## src/rtl/lsu_port.sv

```systemverilog
// Load/store port: bridges a one-request-at-a-time pipeline handshake to a
// registered-read data memory. Optional macro LSU_ALIGN_CHECK_EN rejects misaligned accesses.
module lsu_port #(
    parameter int N = 20
) (
    input  logic        clk,
    input  logic        rst,
    input  logic        req_valid_i,
    output logic        req_ready_o,
    input  logic        is_store_i,
    input  logic [2:0]  funct3_i,
    input  logic [31:0] addr_i,
    input  logic [31:0] wdata_i,
    output logic        resp_valid_o,
    output logic [31:0] rdata_o,
    output logic        err_o,
    output logic        memRW_o,
    output logic [1:0]  dataSec_o,
    output logic [31:0] addr_o,
    output logic [31:0] dataW_o,
    input  logic [31:0] data_i
);

    typedef enum logic [1:0] {IDLE, ISSUE, CAPT, RESP} state_t;

    state_t      state_q, state_d;
    logic        store_q;
    logic [2:0]  f3_q;
    logic [31:0] addr_q, wdata_q, rdata_q, rdata_d;
    logic        resp_q, err_q, err_d;
    logic        accept, legal_f3, oob, misal, bad;
    logic [32:0] nbytes, last;

    assign accept = req_valid_i && (state_q == IDLE);

    always_comb begin
        if (is_store_i)
            legal_f3 = !funct3_i[2] && (funct3_i[1:0] != 2'b11);
        else
            legal_f3 = (funct3_i[1:0] != 2'b11) && !(funct3_i[2] && funct3_i[1]);
        case (funct3_i[1:0])
            2'b00:   nbytes = 33'd1;
            2'b01:   nbytes = 33'd2;
            default: nbytes = 33'd4;
        endcase
        // 33-bit sum so an access near 0xFFFFFFFF cannot wrap back in range
        last = {1'b0, addr_i} + nbytes - 33'd1;
        oob  = last > 33'(N);
`ifdef LSU_ALIGN_CHECK_EN
        misal = (funct3_i[1:0] == 2'b01 && addr_i[0]) ||
                (funct3_i[1:0] == 2'b10 && addr_i[1:0] != 2'b00);
`else
        misal = 1'b0;
`endif
        bad = !legal_f3 || oob || misal;
    end

    function automatic logic [31:0] extend(input logic [2:0] f3, input logic [31:0] d);
        case (f3)
            3'b000:  return {{24{d[7]}}, d[7:0]};
            3'b001:  return {{16{d[15]}}, d[15:0]};
            3'b100:  return {24'd0, d[7:0]};
            3'b101:  return {16'd0, d[15:0]};
            default: return d;
        endcase
    endfunction

    always_comb begin
        state_d = state_q;
        err_d   = err_q;
        rdata_d = rdata_q;
        case (state_q)
            IDLE: if (accept) begin
                if (bad) begin
                    state_d = RESP;
                    err_d   = 1'b1;
                    rdata_d = '0;
                end else begin
                    state_d = ISSUE;
                end
            end
            ISSUE: if (store_q) begin
                state_d = RESP;
                err_d   = 1'b0;
                rdata_d = '0;
            end else begin
                state_d = CAPT;
            end
            CAPT: begin
                state_d = RESP;
                err_d   = 1'b0;
                rdata_d = extend(f3_q, data_i);
            end
            default: state_d = IDLE;
        endcase
    end

    always_ff @(posedge clk or posedge rst) begin
        if (rst) begin
            state_q <= IDLE;
            store_q <= 1'b0;
            f3_q    <= '0;
            addr_q  <= '0;
            wdata_q <= '0;
            rdata_q <= '0;
            err_q   <= 1'b0;
            resp_q  <= 1'b0;
        end else begin
            state_q <= state_d;
            err_q   <= err_d;
            rdata_q <= rdata_d;
            resp_q  <= (state_d == RESP);
            if (accept) begin
                store_q <= is_store_i;
                f3_q    <= funct3_i;
            end
            // memory-facing address/data only move for requests that reach memory
            if (accept && !bad) begin
                addr_q  <= addr_i;
                wdata_q <= wdata_i;
            end
        end
    end

    assign req_ready_o  = (state_q == IDLE);
    assign resp_valid_o = resp_q;
    assign err_o        = err_q;
    assign rdata_o      = rdata_q;
    assign memRW_o      = (state_q == ISSUE) && store_q;
    assign dataSec_o    = (state_q == ISSUE) ? f3_q[1:0] : 2'b11;
    assign addr_o       = addr_q;
    assign dataW_o      = wdata_q;

endmodule

```

## config.mk

```make
export PLATFORM = sky130hd
export DESIGN_NAME = lsu_port
export DESIGN_NICKNAME = d
export VERILOG_FILES = /design/src/rtl/lsu_port.sv
export SDC_FILE = /design/constraint.sdc
export NUM_CORES = 1
export LEC_CHECK = 0
export ABC_AREA = 1
export CAP_MARGIN = 20
export CORE_UTILIZATION = 35
export CTS_CLUSTER_DIAMETER = 200
export DETAILED_ROUTE_END_ITERATION = 8
export GPL_TIMING_DRIVEN = 0
export PLACE_DENSITY = 0.58
export SLEW_MARGIN = 10
export SYNTH_ARGS = -nofsm -noshare
export SYNTH_HDL_FRONTEND = slang
export SYNTH_SLANG_ARGS = --single-unit
```

## constraint.sdc

```tcl
create_clock -name clk -period 7.9 [get_ports clk]
set_input_delay 1.58 -clock clk [delete_from_list [all_inputs] [get_ports clk]]
set_output_delay 1.58 -clock clk [all_outputs]
set_load 0.005 [all_outputs]
```

==> flow_summary.yaml <==
critical_path:
  timing_worst_setup_path_type: "in -> reg"
  crit_path_end_kind: "flop"
  worst-endpoint-required_ns: 8.15
  timing.critical_path.fanout_max: 10
  timing.reg2reg.setup_slack_ns: 5.49
  arrival_ns: 5.33
  cp_common_cell: "sky130_fd_sc_hd__nand2_1"
  timing.critical_path.slowest_cell_delay_ns: 0.41
  setup.worst_path.start_class: "primary input"
  cp_slowest_cell: "sky130_fd_sc_hd__clkdlybuf4s50_1"
  timing.critical_path.buf_inv: 6
  crit_family: "simple AND/OR/NAND/NOR gates"
final_layout:
  layout-drive-gt1-share_pct: 3.71
  n_fill_cell: 2088
  final_cells: 1558
  area_growth_pct: 38.2
  num_antenna_cells: 0
  design.final.nets: 1430
global_routing:
  globalRouteOverflowTotal: 0
  grt_antenna_before_repair: 0
  first_global_vias: 6953
  pin_count_of_the_biggest_net_entering_global_routing: 56
  grt.total_usage_pct: 22.0
  grt_pass1_wl_mm: 35.4
sta:
  worst_slew_pin_slew_ns: 1.02
  finalCriticalPeriod_ns: 5.08
  clock-skew-final_ns: 0.0111
  timing_max_transition_violations_final: 0
  max_freq_mhz: 197
  finalHoldWorstSlack_ns: 0.471
  rsz0062_at_grt: "false"
  slew_headroom_pct: 32.1
  fin_tns_setup_ns: 0
  setup-violations-final: 0
  period_share_pct: 64.3
  timing.final.hold_violations: 0
clocking:
  cts_tree: "yes"
  cts.root.buffer_cell: "sky130_fd_sc_hd__clkbuf_16"
  postCtsSetupBuffers: 0
  cts_hold_buffers: 0
  cts_num_sinks: 104
  cts.repair.resized: 0
  clk_transition_reported_paths_ns: 0.07
  clk_latency_ns: 0.36
  total_cts_buffers: 9
  cts_buffer_depth: 2
  cts.htree.levels: 3
synthesis:
  ys_types: 27
  postSynthCellCount: 1072
  synth_nets: 1214
  synth.yosys.warnings: 0
  synth.top_cells.by_area: "sky130_fd_sc_hd__dfrtp_1, sky130_fd_sc_hd__nand2_1, sky130_fd_sc_hd__inv_1, sky130_fd_sc_hd__ha_1, sky130_fd_sc_hd__nand3_1"
  yosys.area.top_type_share_pct: 37.0
  synth.cell_area_um2: 7030
  synth_area_per_cell_um2: 6.55
  postSynthRegisterBits: 104
  biggest_area_consumer_among_synthesized_cells: "sky130_fd_sc_hd__dfrtp_1"
  ys_seq_area_share_pct: 37.0
pwr:
  power_frac_seq_pct: 34.4
  power-per-cell-area_nw_per_um2: 193
  cell_internal_pwr_mw: 1.17
  ir_worst_vdd_mv: 0.0861
  power.switching_mw: 0.705
  p_clk_share_pct: 23.3
  leakagePower_nw: 5.14
  switch_share_pct: 37.6
  combinationalPowerShare_pct: 42.3
floorplan:
  core.rowCount: 51
  die_area_um2: 20600
  design.core.area_um2: 19600
  io_pins: 205
  die-width_um: 144
  die_height_um: 144
  initial_utilization_pct: 35.9
drt:
  detailedRoute.firstPassIterationCount: 4
  vias: 7130
  routed_wire_length_per_instance_um: 14.2
  antenna_left: 0
  route.final.wire_length_mm: 22.1
  dr.first_iter.drc_count: 262
  number_of_remaining_drc_errors: 0
  avgViaCountPerCell: 4.58
flow_run:
  max_cap_viol: 0
placed_design:
  place_inst: 1542
  detailed_place_hpwl_mm: 18.2
  placement.io_buffers: 204
  place.gp.congestion: 0.883
hold_path:
  hold_path.class: "reg -> reg"
outcome:
  result_of_the_run: "finished clean"
[placed cells by master, fill, tap and decap left out]
cell                              instances
sky130_fd_sc_hd__buf_6                    5
sky130_fd_sc_hd__nor2_1                  90
sky130_fd_sc_hd__nor3_1                   8
sky130_fd_sc_hd__clkbuf_1                 9
sky130_fd_sc_hd__a21oi_1                 32
sky130_fd_sc_hd__dfrtp_1                104
sky130_fd_sc_hd__o21ai_1                 56
sky130_fd_sc_hd__inv_1                  186
sky130_fd_sc_hd__a21o_1                   1
sky130_fd_sc_hd__clkinv_4                 1
sky130_fd_sc_hd__clkinv_2                 3
sky130_fd_sc_hd__clkbuf_16                9
sky130_fd_sc_hd__buf_16                   1
sky130_fd_sc_hd__nor3b_1                  1
sky130_fd_sc_hd__nand2_1                392
sky130_fd_sc_hd__nand2_2                  4
sky130_fd_sc_hd__clkbuf_8                 1
sky130_fd_sc_hd__o21bai_1                 4
sky130_fd_sc_hd__fa_1                     1
sky130_fd_sc_hd__clkinv_1                 3
sky130_fd_sc_hd__a221oi_1                 1
sky130_fd_sc_hd__nand3_2                  2
sky130_fd_sc_hd__nand3b_1                16
sky130_fd_sc_hd__nor2_2                   5
sky130_fd_sc_hd__ha_1                    38
sky130_fd_sc_hd__clkdlybuf4s50_1        204
sky130_fd_sc_hd__a21oi_2                  2
sky130_fd_sc_hd__o21ai_0                 22
sky130_fd_sc_hd__nand4_1                  7
sky130_fd_sc_hd__a31oi_1                  1
sky130_fd_sc_hd__or2_1                    1
sky130_fd_sc_hd__buf_2                   12
sky130_fd_sc_hd__inv_6                    3
sky130_fd_sc_hd__nand3_1                 68
[synthesized netlist by cell type (all sizes together)]
library cell,instances
a21o,1
a21oi,34
a221oi,1
a31oi,1
buf,17
clkbuf,9
clkinv,3
dfrtp,104
fa,1
ha,38
inv,187
nand2,396
nand3,70
nand3b,16
nand4,7
nor2,95
nor3,8
nor3b,1
o21ai,78
o21bai,4
or2,1
[sequential cells by signal, summed over array words and instances, names as in the netlist]
name and cells:
addr_o 32, f3_q 3, resp_valid_o 1, rdata_o 32, dataW_o 32, store_q 1, err_o 1, state_q 2
[worst min-delay path: stages (launching register included)]
cell and delay (ns):
sky130_fd_sc_hd__dfrtp_1 0.34, sky130_fd_sc_hd__nand2_1 0.05, sky130_fd_sc_hd__nand2_1 0.04
[power groups by stage]
stage	registers, mW	logic [mW]	clock network (mW)
final	0.644	0.792	0.436
after global placement	0.652	0.794	0
after global routing	0.653	0.897	0.466
after floorplan	0.653	0.472	0
after detailed placement	0.654	0.798	0
after CTS	0.644	0.801	0.449
[metrics by stage]
step                      setup slack, ns  area (µm²)  power (mW)  utilization, %
after CTS                            2.81        9710        1.89            49.6
final                                2.82        9710        1.87            49.6
after floorplan                      3.59        7030        1.13               -
after global placement               1.75        9400        1.45            48.0
after detailed placement             2.46        9430        1.45            48.1
after global routing                 2.44        9710        2.02            49.6
[layout make-up]
cell class              instances  area [µm²]  share of cell area, %
flip-flops and latches        104        2600                   26.8
inverters                     190         718                   7.40
clock buffers                  10         239                   2.46
clock inverters                 6        41.3                  0.425
plain buffers                  26         150                   1.55
well taps                     265         332                   3.41
repair buffers                205        2070                   21.3
multi-input cells             752        3560                   36.7
[path summary, 6_finish.rpt]
check | from | end | cells past startpoint
worst min register to register | rdata_o[18]$_DFFE_PP0P_ | rdata_o[18]$_DFFE_PP0P_ | 2
worst max register to register | state_q[0]$_DFF_PP0_ | rdata_o[28]$_DFFE_PP0P_ | 6
max in group asynchronous | rst | store_q$_DFFE_PP0P_ | 3
min in group asynchronous | rst | dataW_o[17]$_DFFE_PP0P_ | 2
worst min-delay path | rdata_o[18]$_DFFE_PP0P_ | rdata_o[18]$_DFFE_PP0P_ | 2
worst max-delay path | funct3_i[1] | rdata_o[11]$_DFFE_PP0P_ | 25
[per-layer routing]
layer	track usage, %	vias to the layer above	share of wire [%]
met5	0	-	0
met4	6.27	0	1.6
met3	3.43	21	5.1
met1	27.3	3235	44
li1	-	3737	-
met2	39.2	137	49
[cells by family after synthesis]
group	synth area share [%]
flip-flops	37.0
buffers and inverters	12.3
AO/OA/AOI/OAI	8.83
AND/OR/NAND/NOR	34.8
adder cells (fa/ha/maj)	7.05
Power figures use the tool's default switching activity.
